File: src/rtl/demux2to1_tdm_if.sv
// Bus bundle for the two-slot TDM serial demultiplexer.
//   din_valid  : the current cycle carries a beat
//   din_sel    : slot of the beat (0 = channel 0, 1 = channel 1)
//   din        : serial data bit of the beat
//   y0, y1     : last completed word of channel 0 / channel 1
//   y0_valid   : one-cycle strobe when y0 updates
//   y1_valid   : one-cycle strobe when y1 updates
//   sync_err   : one-cycle strobe on a slot-sequence violation
//   locked     : high while the demux is locked to the slot sequence
//   parity_err : one-cycle strobe on a word with bad even parity
//                (only when DEMUX_PARITY_EN is defined)
// Modports: master drives the beats and observes the words; slave is the demux.
interface demux2to1_tdm_if;
  logic       din_valid;
  logic       din_sel;
  logic       din;
  logic [7:0] y0;
  logic       y0_valid;
  logic [7:0] y1;
  logic       y1_valid;
  logic       sync_err;
  logic       locked;
`ifdef DEMUX_PARITY_EN
  logic       parity_err;
`endif

  modport master (
    output din_valid, din_sel, din,
`ifdef DEMUX_PARITY_EN
    input  parity_err,
`endif
    input  y0, y0_valid, y1, y1_valid, sync_err, locked
  );

  modport slave (
    input  din_valid, din_sel, din,
`ifdef DEMUX_PARITY_EN
    output parity_err,
`endif
    output y0, y0_valid, y1, y1_valid, sync_err, locked
  );
endinterface

File: src/rtl/demux2to1_tdm.sv
// Two-slot time-division demultiplexer for a serial bit stream.
// Beats alternate between channel 0 and channel 1 (sel 0,1,0,1...). A HUNT/LOCK
// FSM aligns to the first channel-0 beat, then expects the slots to alternate;
// an out-of-order slot drops both partial words, strobes sync_err and re-hunts.
// Each channel assembles its word MSB first and publishes it on y0/y1 with a
// one-cycle valid strobe the cycle after its last beat.
// Ports:
//   clk : clock, all state changes on the rising edge
//   rst : synchronous active-high reset
//   bus : demux2to1_tdm_if.slave (din_valid, din_sel, din in; y0, y0_valid,
//         y1, y1_valid, sync_err, locked[, parity_err] out)
// Configuration macro: DEMUX_PARITY_EN -- words become 9 beats (8 data bits
// MSB first, then an even-parity bit) and parity_err is provided.
module demux2to1_tdm (
  input  logic           clk,
  input  logic           rst,
  demux2to1_tdm_if.slave bus
);

  localparam int DATA_W = 8;
`ifdef DEMUX_PARITY_EN
  localparam int WORD_BITS = DATA_W + 1;
`else
  localparam int WORD_BITS = DATA_W;
`endif
  localparam int CNT_W = 4;

  typedef enum logic {HUNT = 1'b0, LOCK = 1'b1} state_t;

  state_t                 state;
  logic                   exp_sel;
  logic [CNT_W-1:0]       cnt0, cnt1;
  // Only the bits preceding the final beat are stored; the final beat is
  // merged combinationally so the word can be published on that same edge.
  logic [WORD_BITS-2:0]   sh0, sh1;
  logic [DATA_W-1:0]      y0_q, y1_q;
  logic                   y0_valid_q, y1_valid_q;
  logic                   sync_err_q, locked_q;
`ifdef DEMUX_PARITY_EN
  logic                   parity_err_q;
`endif

  logic                   accept, slip;
  logic [WORD_BITS-1:0]   word0, word1;
  logic                   wrap0, wrap1;

  function automatic logic [DATA_W-1:0] word_data(input logic [WORD_BITS-1:0] w);
    return w[WORD_BITS-1 -: DATA_W];
  endfunction

`ifdef DEMUX_PARITY_EN
  // Even parity over data and parity bit: any odd count of ones is an error.
  function automatic logic parity_bad(input logic [WORD_BITS-1:0] w);
    return ^w;
  endfunction
`endif

  // Beat classification: in HUNT only a channel-0 beat is taken (it defines
  // the slot alignment); in LOCK the beat must match the expected slot.
  always_comb begin
    accept = 1'b0;
    slip   = 1'b0;
    if (bus.din_valid) begin
      if (state == HUNT) begin
        accept = !bus.din_sel;
      end else if (bus.din_sel == exp_sel) begin
        accept = 1'b1;
      end else begin
        slip = 1'b1;
      end
    end
  end

  assign word0 = {sh0, bus.din};
  assign word1 = {sh1, bus.din};
  assign wrap0 = accept && !bus.din_sel && (cnt0 == CNT_W'(WORD_BITS - 1));
  assign wrap1 = accept &&  bus.din_sel && (cnt1 == CNT_W'(WORD_BITS - 1));

  always_ff @(posedge clk) begin
    if (rst) begin
      state        <= HUNT;
      exp_sel      <= 1'b0;
      cnt0         <= '0;
      cnt1         <= '0;
      sh0          <= '0;
      sh1          <= '0;
      y0_q         <= '0;
      y1_q         <= '0;
      y0_valid_q   <= 1'b0;
      y1_valid_q   <= 1'b0;
      sync_err_q   <= 1'b0;
      locked_q     <= 1'b0;
`ifdef DEMUX_PARITY_EN
      parity_err_q <= 1'b0;
`endif
    end else begin
      y0_valid_q   <= 1'b0;
      y1_valid_q   <= 1'b0;
      sync_err_q   <= 1'b0;
`ifdef DEMUX_PARITY_EN
      parity_err_q <= 1'b0;
`endif
      if (slip) begin
        // Slot order broken: partial words are meaningless, restart alignment.
        state      <= HUNT;
        locked_q   <= 1'b0;
        exp_sel    <= 1'b0;
        cnt0       <= '0;
        cnt1       <= '0;
        sh0        <= '0;
        sh1        <= '0;
        sync_err_q <= 1'b1;
      end else if (accept) begin
        state    <= LOCK;
        locked_q <= 1'b1;
        exp_sel  <= !bus.din_sel;
        if (!bus.din_sel) begin
          sh0 <= word0[WORD_BITS-2:0];
          if (wrap0) begin
            cnt0       <= '0;
            y0_q       <= word_data(word0);
            y0_valid_q <= 1'b1;
`ifdef DEMUX_PARITY_EN
            parity_err_q <= parity_bad(word0);
`endif
          end else begin
            cnt0 <= cnt0 + CNT_W'(1);
          end
        end else begin
          sh1 <= word1[WORD_BITS-2:0];
          if (wrap1) begin
            cnt1       <= '0;
            y1_q       <= word_data(word1);
            y1_valid_q <= 1'b1;
`ifdef DEMUX_PARITY_EN
            parity_err_q <= parity_bad(word1);
`endif
          end else begin
            cnt1 <= cnt1 + CNT_W'(1);
          end
        end
      end
    end
  end

  assign bus.y0         = y0_q;
  assign bus.y1         = y1_q;
  assign bus.y0_valid   = y0_valid_q;
  assign bus.y1_valid   = y1_valid_q;
  assign bus.sync_err   = sync_err_q;
  assign bus.locked     = locked_q;
`ifdef DEMUX_PARITY_EN
  assign bus.parity_err = parity_err_q;
`endif

endmodule

File: src/flat_wrapper.sv
// flat-port wrapper written by rule: the top's interface ports become plain ports
module demux2to1_tdm_flat 
  (clk, rst, bus_din_valid, bus_din_sel, bus_din, bus_y0, bus_y0_valid, bus_y1, bus_y1_valid, bus_sync_err, bus_locked);
  demux2to1_tdm_if bus_i ();
  input  logic clk;
  input  logic rst;
  input wire logic [$bits(bus_i.din_valid)-1:0] bus_din_valid;
  input wire logic [$bits(bus_i.din_sel)-1:0] bus_din_sel;
  input wire logic [$bits(bus_i.din)-1:0] bus_din;
  output wire logic [$bits(bus_i.y0)-1:0] bus_y0;
  output wire logic [$bits(bus_i.y0_valid)-1:0] bus_y0_valid;
  output wire logic [$bits(bus_i.y1)-1:0] bus_y1;
  output wire logic [$bits(bus_i.y1_valid)-1:0] bus_y1_valid;
  output wire logic [$bits(bus_i.sync_err)-1:0] bus_sync_err;
  output wire logic [$bits(bus_i.locked)-1:0] bus_locked;
  assign bus_i.din_valid = bus_din_valid;
  assign bus_i.din_sel = bus_din_sel;
  assign bus_i.din = bus_din;
  assign bus_y0 = bus_i.y0;
  assign bus_y0_valid = bus_i.y0_valid;
  assign bus_y1 = bus_i.y1;
  assign bus_y1_valid = bus_i.y1_valid;
  assign bus_sync_err = bus_i.sync_err;
  assign bus_locked = bus_i.locked;
  demux2to1_tdm u_core (.clk(clk), .rst(rst), .bus(bus_i));
endmodule
File: config.mk
export PLATFORM = sky130hd
export DESIGN_NAME = demux2to1_tdm_flat
export DESIGN_NICKNAME = d
export VERILOG_FILES = /design/src/rtl/demux2to1_tdm_if.sv /design/src/rtl/demux2to1_tdm.sv /design/src/flat_wrapper.sv
export SDC_FILE = /design/constraint.sdc
export NUM_CORES = 1
export LEC_CHECK = 0
export ABC_AREA = 0
export BUFFER_PORTS_ARGS = -buffer_cell sky130_fd_sc_hd__buf_2
export CELL_PAD_IN_SITES_DETAIL_PLACEMENT = 0
export CELL_PAD_IN_SITES_GLOBAL_PLACEMENT = 2
export CORE_UTILIZATION = 25
export DETAILED_ROUTE_END_ITERATION = 7
export PLACE_DENSITY_LB_ADDON = 0.05
export SKIP_LAST_GASP = 1
export SLEW_MARGIN = 5
export SYNTH_ARGS = -nofsm -noshare
export SYNTH_HDL_FRONTEND = slang
export SYNTH_SLANG_ARGS = --single-unit
File: constraint.sdc
create_clock -name clk -period 1.65 [get_ports clk]
set_clock_uncertainty 0.05 [all_clocks]
set_input_delay 0.165 -clock clk [delete_from_list [all_inputs] [get_ports clk]]
set_output_delay 0.165 -clock clk [all_outputs]
set_load 0.01 [all_outputs]
==> impl_results.md, run 1 <==
* Buf/Inv on CP at 0
* Mux cell area share after synthesis at 0%
* Clock root buffer master: clkbuf_8
* Violations in the final reports: DRC
* Max-slew violation total from the final report at 0
* Number of distinct library cells after synthesis at 29
* Worst ir drop on vdd at 0.335 mV
* End-of-flow core utilization at 31.4%
* Number of vias per cell at 5.02
* Initial DRT Pass Iterations at 6
* Number of hold violations in the final report at 0
* Async set-or-reset flop fraction in the synthesized netlist at 0%
* Global Route Usage Sum at 13.3%
* Total die area at 7200 µm²
* Final Critical Period at 1.51 ns
* Type of origin of the critical path: flop
* Maximum capacitance violations at 0
* Mean routed wirelength per cell at 14.5 µm
* CTS tree: yes
* Number of global-route vias before repair at 1463
* Share of the clock period used by the worst path after layout at 91.4%
* Synthesized-area fraction occupied by xor and xnor cells at 0.511%
* Number of DRC markers after the initial detailed-route iteration at 94
* Dominant combinational cell family by area after synthesis: compound AO/OA/AOI/OAI gates
* Kind of end point of the critical path: flop
* DRC violations left at 3
* H-tree depth at 2
* Critical path's top delay family: simple AND/OR/NAND/NOR gates
* Worst skew pair latency at 0.29 ns
* Clock-pin slew on the worst setup and hold paths at 0.08 ns
* Number of rows created at floorplan at 29
* Cell at the slowest stage of the critical path: or4_1
* Tightest Hold Check Type: in2reg
* Most used flip-flop cell after synthesis: dfxtp_1
* Synthesized area per cell at 8.53 µm²
* Die W at 84.8 µm
* Gr ovfl total at 0
* Slew at the pin with the worst max-slew slack at 0.438 ns
* Total nets after synthesis at 208
* Top achievable clock speed at 663 MHz
* CP Cell Sequence: nand4_2 -> or4_1 -> a21oi_1
* Standby leakage power at 0.727 nW
* Fillers at 688
* Maximum fanout encountered on the critical timing path at 9
* Number of buffers added by the clock tree synthesis step at 5
* Post-DP HPWL at 2910 µm
* Mapped Area at 1720 µm²
* Num ports at 25
* Via total after detailed routing at 1521
* Largest stage delay on the critical path at 0.52 ns
* Final Routed Wirelength at 4410 µm
* Maximum count of clock buffers along a single path at 2
* Layout Area Growth over Synthesis at 18.9%
* Post-Synthesis Cells at 201
* Top area cells in the synthesized netlist: dfxtp_1, a21oi_1, nand3_1
* Basic-gate share of the synthesized area counting and, or, nand and nor cells at 21.0%
* Layout cells sized above 1 at 19.5%
* Setup slack of the worst register-to-register path at 0.14 ns
* Routability cong. at 0.735
* Register area share after synthesis at 50.2%
* Setup repair after global routing missed its margin: false
* Post_cts resized at 0
* Post-synthesis compound-gate area fraction at 22.0%
* Setup TNS Final at 0 ns
* Antenna violations before repair at 0
* Global-route wire length before repair at 7620 µm
* Effective utilization at floorplan at 26.4%
* Classification of the worst setup path: reg2reg
* Number of clock sinks seen by CTS at 43
* Leading area contributor after synthesis: dfxtp_1
* Arrival time at the worst endpoint at 1.69 ns
* Setup-violating endpoint count in the final report at 0
* Antenna violation net count after detailed routing at 0
* CP required at 1.83 ns
* Power density cells at 900 nW/µm²
* Number of flops mapped to enable cells by yosys at 0
* Number of hold buffers added after cts at 0
* Number of buffers inserted by port buffering at 24
* Post-CTS setup repair buffer count at 0
* Worst slew slack as a fraction of its limit at 70.8%
* Run status: complete, but fails checks
* Ant diodes at 0
* Largest net degree at the start of global routing at 24
* Core area at 6490 µm²
* Nets at 233
* Ys Warns at 0
* Area share of fa/ha/maj cells after synthesis at 1.46%
* Synthesis-stage register bit count at 43
* Floorplan die height at 84.8 µm
* Area share of the largest cell type after synthesis at 50.2%
-- worst paths after layout --
check | startpoint | end | cells after the start
worst min register to register | u_core.sh1[6] | u_core.sh1[6] | 2
worst min-delay path | bus_din | u_core.sh1[0] | 3
worst max-delay path | u_core.state | u_core.cnt1[3] | 3
worst max register to register | u_core.state | u_core.cnt1[3] | 3
-- routing by layer --
metal / global-route usage [%] / share of wire (%) / vias to the layer above
li1: - / - / 775
met1: 20.0 / 52 / 702
met2: 18.1 / 40 / 37
met3: 3.31 / 6.1 / 7
met4: 5.08 / 1.3 / 0
met5: 0 / 0 / -
-- logic make-up (layout without fill, tap and decap cells) --
logic type / Yosys count / count (layout)
adder cells (fa/ha/maj): 2 / 2
XOR/XNOR: 1 / 1
AO/OA/AOI/OAI: 69 / 69
AND/OR/NAND/NOR: 67 / 67
buffers and inverters: 19 / 44
flip-flops: 43 / 43
-- sequential cells by signal, indices dropped and copies added, names as in the netlist, 4 cells and up --
register / cells
u_core.bus.y1: 8
u_core.cnt1: 4
u_core.cnt0: 4
u_core.sh1: 7
u_core.sh0: 7
u_core.bus.y0: 8
-- metrics by stage --
step / instance area [µm²] / setup WS, ns / cells / power [mW] / hold slack (ns)
5_1_grt: 2040 / 0.0143 / 303 / 1.92 / 0.124
4_1_cts: 2030 / 0.135 / 302 / 1.88 / 0.0958
3_3_place_gp: 1940 / 0.210 / 295 / 1.17 / 0.394
2_1_floorplan: 1720 / 0.179 / 201 / 1.13 / 0.233
6_report: 2040 / 0.141 / 303 / 1.83 / 0.108
3_5_place_dp: 1940 / 0.157 / 295 / 1.18 / 0.399
-- synthesized netlist by cell type (2+ instances only) --
cell type	instances
nand2_1	18
nand3_1	19
o21ai_0	19
inv_1	2
a21oi_1	38
nand4_1	8
and3b_1	2
nor2_1	5
o31ai_1	10
or4_1	3
dfxtp_1	43
nand3b_1	2
ha_1	2
buf_2	5
clkbuf_1	10
or3_1	2
-- final cells by class --
class | count | area (µm²) | share of cell area, %
flip-flops and latches | 43 | 861 | 42.2
multi-input cells | 139 | 772 | 37.9
repair buffers | 35 | 215 | 10.6
well taps | 77 | 96.3 | 4.72
clock buffers | 6 | 82.6 | 4.05
inverters | 2 | 7.51 | 0.368
clock inverters | 1 | 5.00 | 0.245
-- worst register-to-register path, cell delays in order, from the launching register on --
cell     delay (ns)
dfxtp_1        0.49
nand4_2        0.24
or4_1          0.53
a21oi_1        0.14
-- power breakdown --
part | switching (mW) | internal (mW)
combinational | 0.0627 | 0.0307
clock | 0.356 | 0.329
sequential | 0.0109 | 1.05
-- layout by cell type (no fill, tap or decap) --
cell and instances:
clkinv_2 1, nand3b_1 2, buf_2 24, buf_4 10, nor2b_1 1, nor4_1 1, ha_1 2, dfxtp_1 43
or4b_1 1, nand2b_1 1, buf_12 1, and2_1 1, and4_1 1, or4_1 3, o31ai_1 10, a31o_2 1
clkbuf_8 6, nand2_1 18, nand3_1 19, nand4_1 8, nor3_1 1, o21ai_0 19, a311oi_1 1, inv_1 2
a21oi_1 38, xor2_1 1, and3b_1 2, nand4_2 1, or3_1 2, nor2_1 5
No activity file was read; power rests on OpenSTA's default activity.
==> run 2, diff against run 1 <==
Settings changed: CORE_UTILIZATION 25 to 33.
==> run 2 against run 1 <==
Against the previous run: the run now ends clean; die area is 24% lower; critical endpoint unchanged; largest power group unchanged; first-iteration DRC count is 7.4% lower; via count is 0.92% higher; cell count is 3.3% lower; sequential power hardly changed; sequential cell count stayed put; global-route usage is 3.5 points higher; combinational power is 0.9% lower; register-to-register slack hardly changed; core utilization is 11 points higher.
==> impl_results.md, run 2 (synthesis gave the netlist of run 1 again) <==
* DRC violations left at 0 (-3)
* Top achievable clock speed at 668 MHz (+0.70%)
* Origin of the critical flop-to-flop path: u_core.state
* Clock root buffer master: clkbuf_8
* Layout cells sized above 1 at 19.0% (-0.44 points)
* Tightest hold margin at 0.101 ns (-0.00723 ns)
* Number of hold violations in the final report at 0 (unchanged)
* Maximum fanout encountered on the critical timing path at 9 (unchanged)
* Tightest Hold Check Type: in2reg
* WP depth at 3 (unchanged)
* Fin cells at 293 (-3.3%)
* Largest net degree at the start of global routing at 24 (unchanged)
* Nets at 232 (-0.43%)
* Initial DRT Pass Iterations at 4 (-2)
* Number of cell instances on the worst register-to-register path at 3 (unchanged)
* Number of buffers added by the clock tree synthesis step at 5 (unchanged)
* Run status: finished, final reports clean
* Classification of the worst setup path: reg2reg
* Worst ir drop on vdd at 0.382 mV (+14%)
* Maximum count of clock buffers along a single path at 2 (unchanged)
* Number of clock sinks seen by CTS at 43 (unchanged)
* Area occupied by multi-input gates at 772 µm² (unchanged)
* Number of buffers inserted by port buffering at 24 (unchanged)
* Most common cell after layout, fill and taps aside: dfxtp_1
* Standby leakage power at 0.727 nW (about the same)
* Worst R2R End: u_core.cnt1[3]
* Die W at 74.1 µm (-13%)
* Setup repair after global routing missed its margin: false
* Layout Area Growth over Synthesis at 18.5%
* Worst hold path startpoint: bus_din
* Final Critical Period at 1.50 ns (-0.0106 ns)
* Number of rows created at floorplan at 25 (-14%)
* Worst slew slack as a fraction of its limit at 63.4% (-7.3 points)
* Met3 usage in global routing at 4.61% (+1.3 points)
* Number of DRC markers after the initial detailed-route iteration at 87 (-7.4%)
* Kind of end point of the critical path: flop
* Arrival time at the worst endpoint at 1.67 ns (-0.02 ns)
* Maximum capacitance violations at 0 (unchanged)
* Slew at the pin with the worst max-slew slack at 0.547 ns (+0.109 ns)
* GR met1 Demand/Resource at 24.3% (+4.3 points)
* Share of the clock period used by the worst path after layout at 90.8% (-0.64 points)
* CTS tree: yes
* Max-slew violation total from the final report at 0 (unchanged)
* Post_cts resized at 0 (unchanged)
* Floorplan die height at 74.1 µm (-13%)
* CP required at 1.82 ns (about the same)
* Via total after detailed routing at 1535 (+0.92%)
* Mean routed wirelength per cell at 14.2 µm (-2.5%)
* Setup slack of the worst register-to-register path at 0.15 ns (about the same)
* Register cell area after layout at 861 µm² (unchanged)
* Num ports at 25 (unchanged)
* Number of vias per cell at 5.24 (+4.4%)
* Top library cells by usage in the layout, fill and taps aside: dfxtp_1, a21oi_1, buf_2
* Total die area at 5490 µm² (-24%)
* CP Cell Sequence: nand4_2 -> or4_1 -> a21oi_1
* Effective utilization at floorplan at 35.4% (+9.0 points)
* Fillers at 520 (-24%)
* Worst skew pair latency at 0.29 ns (about the same)
* Final Total Pwr at 1.87 mW (+2.0%)
* Core area at 4850 µm² (-25%)
* Clock-pin slew on the worst setup and hold paths at 0.08 ns (about the same)
* Buf/Inv on CP at 0 (unchanged)
* Ant diodes at 0 (unchanged)
* Cell at the slowest stage of the critical path: or4_1
* Post-DP HPWL at 2790 µm (-4.2%)
* Number of global-route vias before repair at 1352 (-7.6%)
* Placed Cells at 284 (-3.7%)
* M2 GR Usage at 23.8% (+5.7 points)
* Setup TNS Final at 0 ns (unchanged)
* Power density cells at 921 nW/µm² (+2.4%)
* Global Route Usage Sum at 16.8% (+3.5 points)
* CP endpoint: u_core.cnt1[3]
* Critical path's top delay family: simple AND/OR/NAND/NOR gates
* Type of origin of the critical path: flop
* Largest stage delay on the critical path at 0.52 ns (about the same)
* Setup-violating endpoint count in the final report at 0 (unchanged)
* Global-route wire length before repair at 6910 µm (-9.2%)
* H-tree depth at 2 (unchanged)
* Number of hold buffers added after cts at 0 (unchanged)
* Most congested layer reported by global routing: met1
* Antenna violations before repair at 0 (unchanged)
* Launching instance or port of the critical path: u_core.state
* Routability cong. at 0.722 (-1.8%)
* Antenna violation net count after detailed routing at 0 (unchanged)
* Final Routed Wirelength at 4150 µm (-5.7%)
* Gr ovfl total at 0 (unchanged)
run 2: worst min-delay path by stage:
stage | endpoint | slack, ns | depth (start not counted)
2_1_floorplan | u_core.exp_sel | 0.23 | 1
3_3_place_gp | u_core.sh1[6] | 0.40 | 2
3_5_place_dp | u_core.sh1[6] | 0.40 | 2
4_1_cts | u_core.sh1[0] | 0.09 | 3
5_1_grt | u_core.sh1[0] | 0.09 | 3
6_report | u_core.sh1[0] | 0.10 | 3
run 2: worst reg2reg max path, stage by stage, from the launching register on:
cell and delay (ns):
dfxtp_1 0.48, nand4_2 0.25, or4_1 0.52, a21oi_1 0.14
run 2: repair_timing:
action / 4_1_cts / 5_1_grt
buffers inserted: 0 / 1
endpoints found under the hold margin: 0 / 0
setup endpoints to repair: 0 / 3
run 2: stage by stage:
stage / utilization (%) / setup WS (ns) / cell area [µm²]
floorplan: - / 0.179 / 1720
global placement: 39.7 / 0.213 / 1920
detailed placement: 39.7 / 0.168 / 1920
CTS: 41.8 / 0.153 / 2020
global route: 41.9 / 0.0230 / 2030
finish: 41.9 / 0.152 / 2030
run 2: cell type report:
class	instances	area share (%)
clock buffers	8	4.93
well taps	67	4.13
multi-input cells	139	38.0
flip-flops and latches	43	42.4
inverters	2	0.369
repair buffers	34	10.2
run 2: power breakdown:
part,internal [mW],switching (mW)
clock,0.382,0.341
sequential,1.05,0.0110
combinational,0.0299,0.0627
run 2: routing by layer:
layer	up-vias	share of wire [%]	routed length, µm
li1	779	-	-
met1	716	51	2120
met2	36	43	1800
met3	4	4.9	203
met4	0	0.60	25
met5	-	0	0
==> run 3, diff against run 2 <==
Settings changed: CORE_MARGIN set to 10.
==> run 3 against run 2 <==
Against the previous run: global-route usage shrank 6.3 points; core utilization shrank 2.0 points; routed wire length grew 1.9%; design area shrank 0.25%; combinational power grew 2.5%; hold slack gained 0.0076 ns; highest routed layer unchanged; critical path type unchanged; critical path depth is the same; largest power group unchanged.
==> impl_results.md, run 3 (synthesis gave the netlist of run 1 again) <==
* Final Routed Wirelength at 4230 µm (+1.9%)
* Setup slack at placement at 0.171 ns (+0.00336 ns)
* Number of buffers added by the clock tree synthesis step at 5 (unchanged)
* DRC violations left at 0 (unchanged)
* Classification of the worst setup path: reg2reg
* Setup repair after global routing missed its margin: false
* Post-CTS setup repair buffer count at 0 (unchanged)
* Worst hold endpoint: u_core.exp_sel
* Layout Area Growth over Synthesis at 18.2%
* Number of cell instances on the worst register-to-register path at 3 (unchanged)
* Setup slack of the worst register-to-register path at 0.18 ns (+0.03 ns)
* End-of-flow core utilization at 39.9% (-2.0 points)
* Placed Cells at 288 (+1.4%)
* Power density cells at 886 nW/µm² (-3.9%)
* Arrival time at the worst endpoint at 1.65 ns (-0.02 ns)
* Smallest setup slack after layout at 0.178 ns (+0.0259 ns)
* Effective utilization at floorplan at 33.8% (-1.6 points)
* Number of vias per cell at 5.14 (-1.9%)
* Ant diodes at 0 (unchanged)
* Run status: finished, final reports clean
* Internal power component at 1.37 mW (-6.2%)
* Global Route Usage Sum at 10.5% (-6.3 points)
* Final Total Pwr at 1.80 mW (-4.1%)
* Floorplan die height at 92.1 µm (+24%)
* Worst R2R End: u_core.cnt1[3]
* Top achievable clock speed at 679 MHz (+1.8%)
* Setup TNS Final at 0 ns (unchanged)
* Layout cells sized above 1 at 19.8% (+0.80 points)
* Most common cell after layout, fill and taps aside: dfxtp_1
* Post_cts resized at 0 (unchanged)
* Number of hold buffers added after cts at 0 (unchanged)
* Number of DRC markers after the initial detailed-route iteration at 43 (-51%)
* Standby leakage power at 0.729 nW (+0.19%)
* CP Cell Sequence: nand4_2 -> or4_1 -> a21oi_1
* Initial DRT Pass Iterations at 4 (unchanged)
* Largest stage delay on the critical path at 0.52 ns (about the same)
* Maximum capacitance violations at 0 (unchanged)
* CTS tree: yes
* Post-DP HPWL at 2960 µm (+6.0%)
* Type of origin of the critical path: flop
* Part of the total power dissipated in sequential elements at 58.7% (+2.3 points)
* Global-route wire length before repair at 7420 µm (+7.4%)
* Setup-violating endpoint count in the final report at 0 (unchanged)
* Clock root buffer master: clkbuf_8
* Largest net degree at the start of global routing at 22 (-8.3%)
* Maximum count of clock buffers along a single path at 2 (unchanged)
* Num ports at 25 (unchanged)
* Gr ovfl total at 0 (unchanged)
* Clock-pin slew on the worst setup and hold paths at 0.08 ns (about the same)
* Top library cells by usage in the layout, fill and taps aside: dfxtp_1, a21oi_1, buf_2
* Mean routed wirelength per cell at 14.2 µm (+0.53%)
* Number of clock sinks seen by CTS at 43 (unchanged)
* Final std cell area, no fill at 2030 µm² (-0.25%)
* CP required at 1.83 ns (about the same)
* Final Critical Period at 1.47 ns (-0.0259 ns)
* Nets at 233 (+0.43%)
* Tightest Hold Check Type: in2reg
* Switching share of power at 23.9% (+1.7 points)
* Share of the clock period used by the worst path after layout at 89.2% (-1.6 points)
* Number of hold violations in the final report at 0 (unchanged)
* H-tree depth at 2 (unchanged)
* Total die area at 8480 µm² (+54%)
* Core area at 5070 µm² (+4.7%)
* Number of cells on the worst hold path at 2 (-1)
* Die W at 92.1 µm (+24%)
* Power spent charging and discharging nets at 0.428 mW (+3.3%)
* Clock share of power at 36.0% (-2.6 points)
* Dpl cell area at 1940 µm² (+0.59%)
* Worst hold path startpoint: bus_din_valid
* Number of rows created at floorplan at 26 (+4.0%)
* Kind of end point of the critical path: flop
* Slew at the pin with the worst max-slew slack at 0.534 ns (-0.0132 ns)
* Number of buffers inserted by port buffering at 24 (unchanged)
* Maximum fanout encountered on the critical timing path at 8 (-1)
* Fillers at 560 (+7.7%)
* Number of global-route vias before repair at 1487 (+10%)
* Tightest hold margin at 0.109 ns (+0.00758 ns)
* Worst ir drop on vdd at 0.319 mV (-17%)
* Worst skew pair latency at 0.29 ns (about the same)
* Worst slew slack as a fraction of its limit at 64.3% (+0.88 points)
* Fin cells at 297 (+1.4%)
* Portion of total power attributed to combinational logic at 5.3% (+0.4 points)
* Max-slew violation total from the final report at 0 (unchanged)
* Via total after detailed routing at 1526 (-0.59%)
* Routability cong. at 0.755 (+4.6%)
* Cell at the slowest stage of the critical path: or4_1
* Antenna violation net count after detailed routing at 0 (unchanged)
* Antenna violations before repair at 0 (unchanged)
* Origin of the critical flop-to-flop path: u_core.exp_sel
==> run 3: area by class of cell <==
| type | count | area (µm²) | area share, % |
|---|---|---|---|
| inverter | 2 | 7.51 | 0.370 |
| sequential | 43 | 861 | 42.5 |
| multi-input combinational | 139 | 772 | 38.1 |
| clock buffer | 5 | 68.8 | 3.40 |
| clock inverter | 3 | 15.0 | 0.741 |
| tap | 70 | 87.6 | 4.32 |
| timing repair buffer | 35 | 215 | 10.6 |
==> run 3: worst max-delay path: cells and delay by family (launching register included) <==
kind            cells  cell delay, ns
compound gates      1            0.14
flops               1            0.46
simple gates        2            0.76
==> run 3: how the worst max path moves through the flow <==
stage / depth (start not counted) / endpoint / slack, ns / from
6_report: 3 / u_core.cnt1[3] / 0.18 / u_core.exp_sel
5_1_grt: 5 / u_core.bus.y0[3] / 0.06 / u_core.cnt0[0]
4_1_cts: 4 / u_core.bus.y0[6] / 0.16 / u_core.cnt0[0]
3_5_place_dp: 4 / u_core.bus.y0[6] / 0.17 / u_core.cnt0[0]
3_3_place_gp: 3 / u_core.cnt0[3] / 0.23 / u_core.exp_sel
2_1_floorplan: 5 / u_core.cnt0[0] / 0.18 / u_core.cnt0[0]
==> run 3: power by group through the flow <==
stage                     logic (mW)  clock network (mW)  registers, mW
after global placement        0.0937                   0           1.08
after floorplan               0.0535                   0           1.08
after detailed placement      0.0958                   0           1.08
final                         0.0949               0.646           1.05
after global routing           0.106               0.726           1.06
after CTS                     0.0960               0.682           1.05
==> run 3: per-layer routing <==
layer	up-vias	share of wire, %	GRT usage (%)
met5	-	0	0
met4	0	1.6	4.37
met3	6	6.2	3.75
met2	32	46	16.5
met1	707	46	12.7
li1	781	-	-
